--- src/rtl/cdp1802_io_pkg.sv ---
// rtl/cdp1802_io_pkg.sv - shared constants and state types for the cdp1802 uart port
// Purpose: default I/O port numbers, status byte bit positions, tx/rx FSM states,
//          and the status byte packing helper.
package cdp1802_io_pkg;

   localparam logic [2:0] IO_DATA_PORT = 3'd1;
   localparam logic [2:0] IO_STAT_PORT = 3'd2;

   localparam int ST_RX_READY   = 0;
   localparam int ST_TX_FULL    = 1;
   localparam int ST_TX_IDLE    = 2;
   localparam int ST_RX_OVERRUN = 3;
   localparam int ST_FRAME_ERR  = 4;
   localparam int ST_TX_OVERRUN = 5;

   typedef enum logic [1:0] {
      TX_IDLE,
      TX_START,
      TX_DATA,
      TX_STOP
   } tx_state_e;

   // RX_WAIT_HIGH holds off edge detection after a bad stop bit until the line recovers.
   typedef enum logic [2:0] {
      RX_IDLE,
      RX_START,
      RX_DATA,
      RX_STOP,
      RX_WAIT_HIGH
   } rx_state_e;

   function automatic logic [7:0] make_status(
      input logic rx_ready,
      input logic tx_full,
      input logic tx_idle,
      input logic rx_overrun,
      input logic frame_err,
      input logic tx_overrun
   );
      logic [7:0] s;
      s                = 8'h00;
      s[ST_RX_READY]   = rx_ready;
      s[ST_TX_FULL]    = tx_full;
      s[ST_TX_IDLE]    = tx_idle;
      s[ST_RX_OVERRUN] = rx_overrun;
      s[ST_FRAME_ERR]  = frame_err;
      s[ST_TX_OVERRUN] = tx_overrun;
      return s;
   endfunction

endpackage

--- src/rtl/uart_tx_fifo.sv ---
// rtl/uart_tx_fifo.sv - synchronous byte FIFO feeding the uart transmitter
// Purpose: DEPTH-entry FIFO (DEPTH power of two, >= 2) with first-word fall-through read.
// Ports:
//   clock, resetq       clock and synchronous active-low reset
//   push, wdata         write request and data; accepted when not full or when popping
//   pop                 read request; rdata is the head entry while not empty
//   rdata               head of queue
//   full, empty         occupancy flags
module uart_tx_fifo #(
   parameter int DEPTH = 4,
   parameter int WIDTH = 8
) (
   input  logic             clock,
   input  logic             resetq,
   input  logic             push,
   input  logic             pop,
   input  logic [WIDTH-1:0] wdata,
   output logic [WIDTH-1:0] rdata,
   output logic             full,
   output logic             empty
);

   localparam int AW = $clog2(DEPTH);

   logic [WIDTH-1:0] mem_q [DEPTH];
   logic [AW-1:0]    wr_ptr_q, wr_ptr_d;
   logic [AW-1:0]    rd_ptr_q, rd_ptr_d;
   logic [AW:0]      count_q, count_d;
   logic             do_push, do_pop;

   assign empty   = (count_q == '0);
   assign full    = (count_q == (AW+1)'(DEPTH));
   assign rdata   = mem_q[rd_ptr_q];

   // A push on a full FIFO still lands if the head leaves in the same cycle.
   assign do_pop  = pop && !empty;
   assign do_push = push && (!full || do_pop);

   always_comb begin
      wr_ptr_d = wr_ptr_q;
      rd_ptr_d = rd_ptr_q;
      count_d  = count_q;
      if (do_push) wr_ptr_d = wr_ptr_q + AW'(1);
      if (do_pop)  rd_ptr_d = rd_ptr_q + AW'(1);
      case ({do_push, do_pop})
         2'b10:   count_d = count_q + (AW+1)'(1);
         2'b01:   count_d = count_q - (AW+1)'(1);
         default: count_d = count_q;
      endcase
   end

   always_ff @(posedge clock) begin
      if (!resetq) begin
         wr_ptr_q <= '0;
         rd_ptr_q <= '0;
         count_q  <= '0;
      end else begin
         wr_ptr_q <= wr_ptr_d;
         rd_ptr_q <= rd_ptr_d;
         count_q  <= count_d;
      end
   end

   always_ff @(posedge clock) begin
      if (do_push) mem_q[wr_ptr_q] <= wdata;
   end

endmodule

--- src/rtl/cdp1802_uart_port.sv ---
// rtl/cdp1802_uart_port.sv - cdp1802 I/O-bus responder with 8N1 uart
// Purpose: OUT DATA_PORT queues a tx byte, INP DATA_PORT reads rx data,
//          INP STAT_PORT reads status, OUT STAT_PORT writes control (bit0 loopback).
// Ports:
//   clock, resetq                  clock and synchronous active-low reset
//   io_n, io_inp, io_out, io_dout  core I/O bus request
//   io_din                         read data to core (0 unless a matching INP)
//   ef                             {0, 0, tx_full, rx_ready} to core EF inputs
//   rxd, txd                       serial lines, idle high
module cdp1802_uart_port
   import cdp1802_io_pkg::*;
#(
   parameter int         CLKS_PER_BIT = 16,
   parameter int         TX_DEPTH     = 4,
   parameter logic [2:0] DATA_PORT    = IO_DATA_PORT,
   parameter logic [2:0] STAT_PORT    = IO_STAT_PORT
) (
   input  logic       clock,
   input  logic       resetq,
   input  logic [2:0] io_n,
   input  logic       io_inp,
   input  logic       io_out,
   input  logic [7:0] io_dout,
   output logic [7:0] io_din,
   output logic [3:0] ef,
   input  logic       rxd,
   output logic       txd
);

   localparam int            BW        = $clog2(CLKS_PER_BIT);
   localparam logic [BW-1:0] BAUD_LAST = BW'(CLKS_PER_BIT - 1);
   localparam logic [BW-1:0] HALF_LAST = BW'(CLKS_PER_BIT / 2 - 1);

   // bus decode
   logic wr_data, wr_ctrl, rd_data, rd_stat;
   assign wr_data = io_out && (io_n == DATA_PORT);
   assign wr_ctrl = io_out && (io_n == STAT_PORT);
   assign rd_data = io_inp && (io_n == DATA_PORT);
   assign rd_stat = io_inp && (io_n == STAT_PORT);

   // tx fifo
   logic       fifo_pop, fifo_full, fifo_empty;
   logic [7:0] fifo_rdata;

   uart_tx_fifo #(
      .DEPTH (TX_DEPTH),
      .WIDTH (8)
   ) u_tx_fifo (
      .clock  (clock),
      .resetq (resetq),
      .push   (wr_data),
      .pop    (fifo_pop),
      .wdata  (io_dout),
      .rdata  (fifo_rdata),
      .full   (fifo_full),
      .empty  (fifo_empty)
   );

   // tx serializer
   tx_state_e     tx_state_q, tx_state_d;
   logic [BW-1:0] tx_baud_q, tx_baud_d;
   logic [2:0]    tx_bit_q, tx_bit_d;
   logic [7:0]    tx_shift_q, tx_shift_d;

   always_comb begin
      tx_state_d = tx_state_q;
      tx_baud_d  = tx_baud_q;
      tx_bit_d   = tx_bit_q;
      tx_shift_d = tx_shift_q;
      fifo_pop   = 1'b0;
      case (tx_state_q)
         TX_IDLE: begin
            if (!fifo_empty) begin
               fifo_pop   = 1'b1;
               tx_shift_d = fifo_rdata;
               tx_baud_d  = '0;
               tx_state_d = TX_START;
            end
         end
         TX_START: begin
            if (tx_baud_q == BAUD_LAST) begin
               tx_baud_d  = '0;
               tx_bit_d   = 3'd0;
               tx_state_d = TX_DATA;
            end else begin
               tx_baud_d = tx_baud_q + BW'(1);
            end
         end
         TX_DATA: begin
            if (tx_baud_q == BAUD_LAST) begin
               tx_baud_d  = '0;
               tx_shift_d = {1'b0, tx_shift_q[7:1]};
               if (tx_bit_q == 3'd7) tx_state_d = TX_STOP;
               else                  tx_bit_d   = tx_bit_q + 3'd1;
            end else begin
               tx_baud_d = tx_baud_q + BW'(1);
            end
         end
         TX_STOP: begin
            if (tx_baud_q == BAUD_LAST) begin
               tx_baud_d = '0;
               // Chain straight into the next start bit so queued bytes leave gap-free.
               if (!fifo_empty) begin
                  fifo_pop   = 1'b1;
                  tx_shift_d = fifo_rdata;
                  tx_state_d = TX_START;
               end else begin
                  tx_state_d = TX_IDLE;
               end
            end else begin
               tx_baud_d = tx_baud_q + BW'(1);
            end
         end
         default: tx_state_d = TX_IDLE;
      endcase
   end

   always_comb begin
      case (tx_state_q)
         TX_START: txd = 1'b0;
         TX_DATA:  txd = tx_shift_q[0];
         default:  txd = 1'b1;
      endcase
   end

   // rx synchronizer and edge detect
   logic loopback_q, loopback_d;
   logic rx_sync1_q, rx_sync2_q, rx_prev_q;
   logic rx_in, rx_fall;

   assign rx_in   = loopback_q ? txd : rxd;
   assign rx_fall = rx_prev_q && !rx_sync2_q;

   // rx deserializer
   rx_state_e     rx_state_q, rx_state_d;
   logic [BW-1:0] rx_baud_q, rx_baud_d;
   logic [2:0]    rx_bit_q, rx_bit_d;
   logic [7:0]    rx_shift_q, rx_shift_d;
   logic          rx_done, rx_ferr;

   always_comb begin
      rx_state_d = rx_state_q;
      rx_baud_d  = rx_baud_q;
      rx_bit_d   = rx_bit_q;
      rx_shift_d = rx_shift_q;
      rx_done    = 1'b0;
      rx_ferr    = 1'b0;
      case (rx_state_q)
         RX_IDLE: begin
            if (rx_fall) begin
               rx_baud_d  = '0;
               rx_state_d = RX_START;
            end
         end
         RX_START: begin
            // Mid start bit: a high line here means the falling edge was noise.
            if (rx_baud_q == HALF_LAST) begin
               rx_baud_d = '0;
               if (rx_sync2_q) begin
                  rx_state_d = RX_IDLE;
               end else begin
                  rx_bit_d   = 3'd0;
                  rx_state_d = RX_DATA;
               end
            end else begin
               rx_baud_d = rx_baud_q + BW'(1);
            end
         end
         RX_DATA: begin
            if (rx_baud_q == BAUD_LAST) begin
               rx_baud_d  = '0;
               rx_shift_d = {rx_sync2_q, rx_shift_q[7:1]};
               if (rx_bit_q == 3'd7) rx_state_d = RX_STOP;
               else                  rx_bit_d   = rx_bit_q + 3'd1;
            end else begin
               rx_baud_d = rx_baud_q + BW'(1);
            end
         end
         RX_STOP: begin
            if (rx_baud_q == BAUD_LAST) begin
               rx_baud_d = '0;
               if (rx_sync2_q) begin
                  rx_done    = 1'b1;
                  rx_state_d = RX_IDLE;
               end else begin
                  rx_ferr    = 1'b1;
                  rx_state_d = RX_WAIT_HIGH;
               end
            end else begin
               rx_baud_d = rx_baud_q + BW'(1);
            end
         end
         RX_WAIT_HIGH: begin
            if (rx_sync2_q) rx_state_d = RX_IDLE;
         end
         default: rx_state_d = RX_IDLE;
      endcase
   end

   // rx holding register and sticky flags
   logic [7:0] rx_data_q, rx_data_d;
   logic       rx_ready_q, rx_ready_d;
   logic       rx_ovr_q, rx_ovr_d;
   logic       ferr_q, ferr_d;
   logic       tx_ovr_q, tx_ovr_d;
   logic       rx_ovr_set, tx_ovr_set;

   always_comb begin
      rx_data_d  = rx_data_q;
      rx_ready_d = rx_ready_q;
      rx_ovr_set = 1'b0;
      if (rx_done) begin
         // A read in the same cycle frees the holder, so the new byte is kept.
         if (!rx_ready_q || rd_data) begin
            rx_data_d  = rx_shift_q;
            rx_ready_d = 1'b1;
         end else begin
            rx_ovr_set = 1'b1;
         end
      end else if (rd_data) begin
         rx_ready_d = 1'b0;
      end
   end

   assign tx_ovr_set = wr_data && fifo_full && !fifo_pop;

   // Status read clears the sticky bits, but an event landing on the same edge survives.
   assign rx_ovr_d   = rx_ovr_set || (rx_ovr_q && !rd_stat);
   assign ferr_d     = rx_ferr    || (ferr_q   && !rd_stat);
   assign tx_ovr_d   = tx_ovr_set || (tx_ovr_q && !rd_stat);
   assign loopback_d = wr_ctrl ? io_dout[0] : loopback_q;

   always_ff @(posedge clock) begin
      if (!resetq) begin
         tx_state_q <= TX_IDLE;
         tx_baud_q  <= '0;
         tx_bit_q   <= 3'd0;
         tx_shift_q <= 8'h00;
         rx_state_q <= RX_IDLE;
         rx_baud_q  <= '0;
         rx_bit_q   <= 3'd0;
         rx_shift_q <= 8'h00;
         rx_sync1_q <= 1'b1;
         rx_sync2_q <= 1'b1;
         rx_prev_q  <= 1'b1;
         rx_data_q  <= 8'h00;
         rx_ready_q <= 1'b0;
         rx_ovr_q   <= 1'b0;
         ferr_q     <= 1'b0;
         tx_ovr_q   <= 1'b0;
         loopback_q <= 1'b0;
      end else begin
         tx_state_q <= tx_state_d;
         tx_baud_q  <= tx_baud_d;
         tx_bit_q   <= tx_bit_d;
         tx_shift_q <= tx_shift_d;
         rx_state_q <= rx_state_d;
         rx_baud_q  <= rx_baud_d;
         rx_bit_q   <= rx_bit_d;
         rx_shift_q <= rx_shift_d;
         rx_sync1_q <= rx_in;
         rx_sync2_q <= rx_sync1_q;
         rx_prev_q  <= rx_sync2_q;
         rx_data_q  <= rx_data_d;
         rx_ready_q <= rx_ready_d;
         rx_ovr_q   <= rx_ovr_d;
         ferr_q     <= ferr_d;
         tx_ovr_q   <= tx_ovr_d;
         loopback_q <= loopback_d;
      end
   end

   // bus read side
   logic [7:0] status;
   assign status = make_status(rx_ready_q, fifo_full,
                               fifo_empty && (tx_state_q == TX_IDLE),
                               rx_ovr_q, ferr_q, tx_ovr_q);

   always_comb begin
      io_din = 8'h00;
      if (rd_data)      io_din = rx_data_q;
      else if (rd_stat) io_din = status;
   end

   assign ef = {2'b00, fifo_full, rx_ready_q};

endmodule

--- config.mk ---
export PLATFORM = sky130hd
export DESIGN_NAME = cdp1802_uart_port
export DESIGN_NICKNAME = d
export VERILOG_FILES = /design/src/rtl/cdp1802_io_pkg.sv /design/src/rtl/uart_tx_fifo.sv /design/src/rtl/cdp1802_uart_port.sv
export SDC_FILE = /design/constraint.sdc
export NUM_CORES = 1
export LEC_CHECK = 0
export ABC_AREA = 1
export ABC_CLOCK_PERIOD_IN_PS = 6400
export CAP_MARGIN = 25
export CORE_MARGIN = 3
export CORE_UTILIZATION = 50
export CTS_CLUSTER_DIAMETER = 40
export DETAILED_ROUTE_END_ITERATION = 12
export PLACE_DENSITY = 0.68
export SLEW_MARGIN = 20
export SYNTH_ARGS = -nofsm -noshare
export SYNTH_HDL_FRONTEND = slang
export SYNTH_SLANG_ARGS = --single-unit
--- constraint.sdc ---
create_clock -name clock -period 6.4 [get_ports clock]
set_input_delay 1.6 -clock clock [delete_from_list [all_inputs] [get_ports clock]]
set_output_delay 1.6 -clock clock [all_outputs]
set_load 0.05 [all_outputs]
==> results.sh, run 1 <==
export IMPL_status="complete, no violations"
export IMPL_grt_pass1_wl_um=14200
export IMPL_peakVddDrop_uv=226
export IMPL_io_pins=29
export IMPL_power_leakage_uw=0.00191
export IMPL_cp_required_ns=4.80
export IMPL_clock_latency_ns=0.35
export IMPL_rsz0062_at_grt="no"
export IMPL_synthMuxAreaShare_pct=0
export IMPL_nNetsFinal=577
export IMPL_clock_sinks=92
export IMPL_synth_cells=524
export IMPL_post_route_period_util_pct=81.2
export IMPL_yosysTopAreaCellShare_pct=27.9
export IMPL_grt_usage_pct=17.7
export IMPL_vias=3322
export IMPL_synth_top_family_by_area="simple AND/OR/NAND/NOR gates"
export IMPL_worstPathArrival_ns=3.60
export IMPL_grt_max_degree=39
export IMPL_synth_area_sq_um=4310
export IMPL_worstReg2RegEnd="u_tx_fifo.count_q[2]"
export IMPL_max_freq_ghz=0.192
export IMPL_io_buffers=26
export IMPL_hold_start="rx_sync1_q"
export IMPL_ant_nets=0
export IMPL_hold_depth=1
export IMPL_tritoncts="done"
export IMPL_wl_um=8280
export IMPL_cpMostUsedCell="clkdlybuf4s50_1"
export IMPL_final_core_util_pct=57.8
export IMPL_layout_cells_non_filler=654
export IMPL_ys_flop_type="dfxtp_1"
export IMPL_coreArea_sq_um=8300
export IMPL_path_delay_family="buffers and inverters"
export IMPL_diodes=0
export IMPL_ys_warn_count=0
export IMPL_cts_buffers=9
export IMPL_hold_slack_ns=0.423
export IMPL_hp_class="reg2reg"
export IMPL_reg2reg_from="tx_state_q[0]"
export IMPL_area_growth_pct=11.4
export IMPL_worstMarginPinSlew_ns=0.810
export IMPL_ctsResizeCount=0
export IMPL_final_common_cell="nand2_1"
export IMPL_cp_slowest_cell="clkdlybuf4s50_1"
export IMPL_tns_ns=0
export IMPL_ys_ff_latch=92
export IMPL_drive_gt1_share_pct=7.47
export IMPL_synthAdderAreaFrac_pct=5.11
export IMPL_drtPass1Iterations=4
export IMPL_drc_errors=0
export IMPL_cts_root_buf="clkbuf_8"
export IMPL_synth_top_cell_by_area="dfxtp_1"
export IMPL_h_tree_depth=3
export IMPL_synth_compound_area_share_pct=12.1
export IMPL_fin_skew_ns=0.0119
export IMPL_first_iter_violations=144
export IMPL_cp_end_kind="output pin"
export IMPL_grt_antenna_before_repair=0
export IMPL_fin_crit_ns=5.20
export IMPL_hold_violations=0
export IMPL_cts_hold_buf=0
export IMPL_synth_edff_count=32
export IMPL_post_drt_wl_per_cell_um=12.7
export IMPL_finalSetupViolations=0
export IMPL_synthArstFlopShare_pct=0
export IMPL_clk_path_buf_depth=2
export IMPL_seq_area_frac_synth_pct=50.2
export IMPL_rr_worst_depth=13
export IMPL_dp_hpwl_um=5890
export IMPL_r2r_setup_slack_ns=3.78
export IMPL_worst_path_buf_inv=2
export IMPL_cp_max_fo=6
export IMPL_cp_start_kind="input port"
export IMPL_die_area_sq_um=9770
export IMPL_place_inst=638
export IMPL_viasPerCell=5.08
export IMPL_post_cts_buffers=0
export IMPL_slew_viol_final=0
export IMPL_synth_area_leaders="dfxtp_1 (28%), edfxtp_1 (22%), nand2_1 (9.2%)"
export IMPL_synth_xor_area_share_pct=0.610
export IMPL_syn_avg_cell_area_sq_um=8.22
export IMPL_min_to="rx_sync2_q"
export IMPL_cpPeakStageDelay_ns=0.83
export IMPL_rows=33
export IMPL_grt_ovfl_total=0
export IMPL_synth_cell_types=39
export IMPL_first_global_vias=3189
export IMPL_power_density_nw_per_um2=348
export IMPL_final_cell_mix="nand2_1 (106), nor2_1 (81), dfxtp_1 (60), inv_1 (46), a21oi_1 (46)"
export IMPL_synthSimpleGateAreaFrac_pct=24.5
export IMPL_die_w_um=98.8
export IMPL_start_util_pct=51.9
export IMPL_crit_chain="clkdlybuf4s50_1 > nand3_1 > nor2_1 > nand2_1 > o21ai_0 > clkdlybuf4s50_1"
export IMPL_startpoint="io_n[0]"
export IMPL_gp_congestion=0.778
export IMPL_fp_dieH_um=98.8
export IMPL_drv_cap=0
export IMPL_maxSlewHeadroom_pct=45.8
export IMPL_critPathKind="in2out"
export IMPL_clk_pin_slew_ns=0.09
[state kept, by name (all words and copies together) (netlist names), 2 cells and up, named ones only]
| name | count |
|---|---|
| rx_state_q | 3 |
| u_tx_fifo.rd_ptr_q | 2 |
| u_tx_fifo.count_q | 3 |
| tx_state_q | 2 |
| rx_shift_q | 8 |
| tx_baud_q | 4 |
| rx_bit_q | 3 |
| tx_shift_q | 8 |
| rx_baud_q | 4 |
| tx_bit_q | 3 |
| u_tx_fifo.mem_q | 32 |
| u_tx_fifo.wr_ptr_q | 2 |
| rx_data_q | 8 |
[layout make-up]
type | count | area, sq um
clock buffers | 12 | 145
clock inverters | 4 | 48.8
fillers | 747 | 3500
inverters | 54 | 208
multi-input cells | 360 | 1830
flip-flops and latches | 92 | 2160
well taps | 105 | 131
repair buffers | 27 | 268
[metal layers]
layer,vias up,share of wire [%],GRT usage [%]
li1,1742,-,-
met1,1526,51,23.8
met2,44,46,28.9
met3,10,2.3,3.33
met4,0,1.1,5.57
met5,-,0,0
[where the power goes]
group | total [uW] | internal [uW] | switching (uW)
clock | 386 | 191 | 196
sequential | 711 | 658 | 52.5
combinational | 574 | 193 | 381
[worst register-to-register path, cell delays in order, from the launching register on]
cell and delay (ns):
dfxtp_1 0.41, inv_1 0.12, ha_1 0.31, a21oi_1 0.04, nand2_1 0.19, nand2_1 0.15
nand2_1 0.19, ha_1 0.17, inv_1 0.06, fa_1 0.37, a21oi_1 0.14, o21ai_0 0.12
o21ai_0 0.16, a21oi_1 0.06
[cells in the mapped netlist (2+ instances only)]
master	number
clkbuf_1	7
nor2_2	4
ha_1	16
nand2_4	3
o21ai_0	39
dfxtp_1	60
inv_1	46
o21ai_1	7
nand2_1	106
nand4_1	5
inv_2	7
nand2_2	3
buf_4	6
edfxtp_1	32
buf_2	5
nor2_1	81
nor2_4	3
a21oi_1	46
xor2_1	2
a211oi_1	2
nand3_1	26
[cells by family after synthesis]
kind of cell,Yosys count
AO/OA/AOI/OAI,100
XOR/XNOR,3
adder cells (fa/ha/maj),17
buffers and inverters,73
flip-flops,92
other,1
AND/OR/NAND/NOR,238
[worst max path at each step]
| stage | slack, ns | end | depth (start not counted) |
|---|---|---|---|
| detailed placement | 1.21 | io_din[2] | 6 |
| finish | 1.20 | io_din[1] | 6 |
| floorplan | 1.74 | io_din[0] | 3 |
| CTS | 1.20 | io_din[1] | 6 |
| global placement | 1.26 | io_din[2] | 7 |
| global route | 1.06 | io_din[0] | 6 |
[per-stage QoR]
step	setup slack, ns	area [sq um]	total power [uW]
after global placement	1.26	4600	1280
after global routing	1.06	4800	1790
after CTS	1.20	4800	1680
after detailed placement	1.21	4600	1300
after floorplan	1.74	4310	1190
final	1.20	4800	1670
(Power assumes the default switching activity.)
==> inputs of run 2 (changes only) <==
--- a/config.mk
+++ b/config.mk
@@ -6,13 +6,13 @@
 export NUM_CORES = 1
 export LEC_CHECK = 0
 export ABC_AREA = 1
-export ABC_CLOCK_PERIOD_IN_PS = 6400
+export ABC_CLOCK_PERIOD_IN_PS = 4400
 export CAP_MARGIN = 25
 export CORE_MARGIN = 3
 export CORE_UTILIZATION = 50
 export CTS_CLUSTER_DIAMETER = 40
 export DETAILED_ROUTE_END_ITERATION = 12
-export PLACE_DENSITY = 0.68
+export PLACE_DENSITY = 0.71
 export SLEW_MARGIN = 20
 export SYNTH_ARGS = -nofsm -noshare
 export SYNTH_HDL_FRONTEND = slang
==> constraint.sdc (replaced) <==
create_clock -name clock -period 4.4 [get_ports clock]
set_input_delay 1.1 -clock clock [delete_from_list [all_inputs] [get_ports clock]]
set_output_delay 1.1 -clock clock [all_outputs]
set_load 0.05 [all_outputs]
==> results.sh, run 2 (synthesis gave the netlist of run 1 again) <==
export IMPL_coreArea_sq_um=8300
export IMPL_first_global_vias=3182
export IMPL_wl_um=8190
export IMPL_diodes=0
export IMPL_power_leakage_uw=0.00192
export IMPL_r2r_setup_slack_ns=1.74
export IMPL_drive_gt1_share_pct=8.93
export IMPL_h_tree_depth=3
export IMPL_ctsResizeCount=0
export IMPL_first_iter_violations=137
export IMPL_hp_class="reg2reg"
export IMPL_slew_viol_final=0
export IMPL_final_common_cell="nand2_1"
export IMPL_area_growth_pct=10.6
export IMPL_cp_slowest_cell="clkdlybuf4s50_1"
export IMPL_drtPass1Iterations=4
export IMPL_start_util_pct=51.9
export IMPL_cp_required_ns=3.30
export IMPL_drv_cap=0
export IMPL_clock_latency_ns=0.36
export IMPL_post_cts_buffers=0
export IMPL_grt_pass1_wl_um=14200
export IMPL_ant_nets=0
export IMPL_vias=3330
export IMPL_worstPathArrival_ns=2.83
export IMPL_drc_errors=0
export IMPL_worstReg2RegEnd="u_tx_fifo.count_q[2]"
export IMPL_grt_antenna_before_repair=0
export IMPL_cts_hold_buf=0
export IMPL_rr_worst_depth=13
export IMPL_worstMarginPinSlew_ns=0.780
export IMPL_peakVddDrop_uv=279
export IMPL_clock_sinks=92
export IMPL_fin_crit_ns=3.93
export IMPL_io_pins=29
export IMPL_final_core_util_pct=57.4
export IMPL_endpoint="txd"
export IMPL_fillers=733
export IMPL_gp_congestion=0.830
export IMPL_fp_dieH_um=98.8
export IMPL_viasPerCell=5.09
export IMPL_grt_usage_pct=18.0
export IMPL_tritoncts="done"
export IMPL_status="complete, no violations"
export IMPL_seqCellArea_sq_um=2160
export IMPL_path_depth=6
export IMPL_largest_reg_flops=32
export IMPL_worst_path_buf_inv=3
export IMPL_reg2reg_from="tx_state_q[0]"
export IMPL_multi_input_area_sq_um=1830
export IMPL_top_register="u_tx_fifo.mem_q"
export IMPL_grt_max_degree=39
export IMPL_power_density_nw_per_um2=501
export IMPL_cp_max_fo=13
export IMPL_cpPeakStageDelay_ns=0.83
export IMPL_die_w_um=98.8
export IMPL_cp_end_kind="output pin"
export IMPL_finalSetupViolations=0
export IMPL_io_buffers=26
export IMPL_clk_pin_slew_ns=0.10
export IMPL_rsz0062_at_grt="no"
export IMPL_final_cell_mix="nand2_1 (106), nor2_1 (81), dfxtp_1 (60), inv_1 (46), a21oi_1 (46)"
export IMPL_grt_ovfl_total=0
export IMPL_max_freq_ghz=0.254
export IMPL_startpoint="tx_state_q[0]"
export IMPL_dp_hpwl_um=5770
export IMPL_tns_ns=0
export IMPL_cts_buffers=9
export IMPL_die_area_sq_um=9770
export IMPL_cts_root_buf="clkbuf_8"
export IMPL_maxSlewHeadroom_pct=47.8
export IMPL_hold_violations=0
export IMPL_clk_path_buf_depth=2
export IMPL_path_delay_family="buffers and inverters"
export IMPL_rows=33
export IMPL_post_drt_wl_per_cell_um=12.5
export IMPL_cp_start_kind="flip-flop"
export IMPL_crit_chain="inv_1 > ha_1 > inv_1 > nand2_1 > nand2_1 > clkdlybuf4s50_1"
export IMPL_post_route_period_util_pct=89.3
export IMPL_critPathKind="reg2out"
export IMPL_fin_skew_ns=0.0138
export IMPL_nNetsFinal=577
==> run 2: power by group <==
part | internal, uW | total (uW) | switching [uW] | leakage (uW)
combinational | 282 | 834 | 552 | 0.00106
clock | 211 | 518 | 306 | 0.0000884
sequential | 957 | 1040 | 78.0 | 0.000776
total | 1450 | 2390 | 936 | 0.00192
==> run 2: cell type report <==
type / count / share of cell area [%]
clock inverter: 6 / 1.05
clock buffer: 10 / 2.68
tap: 105 / 2.76
sequential: 92 / 45.4
timing repair buffer: 27 / 5.30
inverter: 54 / 4.36
multi-input combinational: 360 / 38.5
==> run 2: per-stage QoR <==
stage | std cells | hold WS [ns] | setup slack, ns | total power (uW) | instance area [sq um]
3_5_place_dp | 638 | 0.408 | 0.567 | 1880 | 4590
2_1_floorplan | 525 | 0.393 | 0.737 | 1730 | 4310
6_report | 654 | 0.424 | 0.470 | 2390 | 4770
3_3_place_gp | 638 | 0.408 | 0.614 | 1850 | 4590
4_1_cts | 654 | 0.430 | 0.496 | 2400 | 4770
5_1_grt | 654 | 0.451 | 0.310 | 2580 | 4770
==> run 2: how the worst min path moves through the flow <==
| stage | startpoint | to | slack [ns] | depth (start not counted) |
|---|---|---|---|---|
| after detailed placement | rx_sync1_q | rx_sync2_q | 0.41 | 1 |
| after global routing | rx_sync1_q | rx_sync2_q | 0.45 | 1 |
| after CTS | rx_sync1_q | rx_sync2_q | 0.43 | 1 |
| after floorplan | rx_sync1_q | rx_sync2_q | 0.39 | 1 |
| after global placement | rx_sync1_q | rx_sync2_q | 0.41 | 1 |
| final | rx_sync1_q | rx_sync2_q | 0.42 | 1 |
==> run 2: routing by layer <==
metal | vias up | track usage, % | part of all wire, %
met1 | 1526 | 24.4 | 49
met3 | 12 | 3.26 | 2.8
met2 | 48 | 28.0 | 46
met4 | 0 | 8.82 | 2.1
li1 | 1744 | - | -
met5 | - | 0 | 0
==> inputs of run 3 (changes only) <==
--- a/config.mk
+++ b/config.mk
@@ -9,10 +9,11 @@
 export ABC_CLOCK_PERIOD_IN_PS = 4400
 export CAP_MARGIN = 25
 export CORE_MARGIN = 3
-export CORE_UTILIZATION = 50
+export CORE_UTILIZATION = 51
 export CTS_CLUSTER_DIAMETER = 40
 export DETAILED_ROUTE_END_ITERATION = 12
-export PLACE_DENSITY = 0.71
+export GPL_TIMING_DRIVEN = 0
+export PLACE_DENSITY = 0.72
 export SLEW_MARGIN = 20
 export SYNTH_ARGS = -nofsm -noshare
 export SYNTH_HDL_FRONTEND = slang
==> results.sh, run 3 (synthesis gave the netlist of run 1 again) <==
export IMPL_clock_sinks=92
export IMPL_fp_dieH_um=97.9
export IMPL_tritoncts="done"
export IMPL_ant_nets=0
export IMPL_status="complete, no violations"
export IMPL_drc_errors=0
export IMPL_worstPathArrival_ns=3.18
export IMPL_hold_violations=0
export IMPL_setup_ws_ns=0.117
export IMPL_area_growth_pct=13.8
export IMPL_drtPass1Iterations=5
export IMPL_power_leakage_uw=0.00202
export IMPL_worstMarginPinSlew_ns=0.819
export IMPL_io_pins=29
export IMPL_post_drt_wl_per_cell_um=13.4
export IMPL_critPathKind="in2out"
export IMPL_cts_root_buf="clkbuf_8"
export IMPL_rsz0062_at_grt="no"
export IMPL_grt_antenna_before_repair=0
export IMPL_first_global_vias=3279
export IMPL_grt_max_degree=17
export IMPL_cts_buffers=9
export IMPL_cp_end_kind="output pin"
export IMPL_viasPerCell=5.21
export IMPL_start_util_pct=54.1
export IMPL_dpl_cell_area_sq_um=4700
export IMPL_die_w_um=97.9
export IMPL_fin_crit_ns=4.28
export IMPL_diodes=0
export IMPL_rows=32
export IMPL_peakVddDrop_uv=250
export IMPL_r2r_setup_slack_ns=1.76
export IMPL_h_tree_depth=3
export IMPL_fin_total_pwr_uw=2490
export IMPL_clk_pin_slew_ns=0.10
export IMPL_cp_start_kind="input port"
export IMPL_dp_hpwl_um=6400
export IMPL_post_cts_buffers=0
export IMPL_tns_ns=0
export IMPL_top_register="u_tx_fifo.mem_q"
export IMPL_drive_gt1_share_pct=9.70
export IMPL_gp_congestion=0.845
export IMPL_slew_viol_final=0
export IMPL_grt_pass1_wl_um=15000
export IMPL_coreArea_sq_um=7970
export IMPL_grt_ovfl_total=0
export IMPL_max_freq_ghz=0.233
export IMPL_fin_skew_ns=0.00974
export IMPL_post_route_period_util_pct=97.3
export IMPL_cts_hold_buf=0
export IMPL_cp_required_ns=3.30
export IMPL_drv_cap=0
export IMPL_first_iter_violations=228
export IMPL_vias=3485
export IMPL_clk_path_buf_depth=2
export IMPL_clock_latency_ns=0.36
export IMPL_finalSetupViolations=0
export IMPL_final_cell_mix="nand2_1 (106), nor2_1 (81), dfxtp_1 (60), inv_1 (46), a21oi_1 (46)"
export IMPL_cp_max_fo=6
export IMPL_hp_class="reg2reg"
export IMPL_final_common_cell="nand2_1"
export IMPL_io_buffers=26
export IMPL_nNetsFinal=595
export IMPL_largest_reg_flops=32
export IMPL_power_density_nw_per_um2=508
export IMPL_grt_usage_pct=19.0
export IMPL_die_area_sq_um=9590
export IMPL_wl_um=8930
export IMPL_place_ws_ns=0.123
export IMPL_maxSlewHeadroom_pct=45.2
export IMPL_finalInstanceArea_sq_um=4900
## run 3: repair_timing
item / 4_1_cts / 5_1_grt
endpoints found under the setup margin: 0 / 2
gates resized for setup: 0 / 2
hold endpoints to repair: 0 / 0
## run 3: metrics by stage
stage / hold WS [ns] / util (%) / std cells
after floorplan: 0.393 / - / 525
after global placement: 0.403 / 59.0 / 653
after detailed placement: 0.428 / 59.0 / 653
after CTS: 0.440 / 61.5 / 669
after global routing: 0.450 / 61.5 / 669
final: 0.438 / 61.5 / 669
## run 3: power by group
group          internal [uW]  switching [uW]  total, uW
Combinational            319             582        901
Sequential               957            63.7       1020
Clock                    266             305        571
Total                   1540             951       2490
## run 3: layout make-up
type	count	area, sq um
Sequential cell	92	2160
Timing Repair Buffer	26	265
Clock buffer	9	124
Multi-Input combinational cell	360	1830
Clock inverter	7	75.1
Tap cell	102	128
Inverter	54	208
Fill cell	721	3060
Buffer	19	108
## run 3: per-layer routing
metal	GRT usage (%)	up-vias	share of wire (%)
li1	-	1793	-
met1	26.1	1627	49
met2	30.6	55	46
met3	3.50	10	3.7
met4	6.07	0	1.1
met5	0	-	0
## run 3: path summary, 6_finish.rpt
| check | startpoint | endpoint | cells past startpoint |
|---|---|---|---|
| hold reg to reg | rx_sync1_q | rx_sync2_q | 1 |
| setup / recovery | io_n[1] | io_din[1] | 7 |
| setup reg to reg | tx_state_q[0] | u_tx_fifo.count_q[2] | 13 |
| hold / removal | rx_sync1_q | rx_sync2_q | 1 |
## run 3: worst max-delay path, stage by stage
cell and delay, ns:
clkdlybuf4s50_1 0.44, inv_1 0.09, nand3_1 0.09, nor2_1 0.41, nand2_1 0.09, o21ai_0 0.11
clkdlybuf4s50_1 0.85
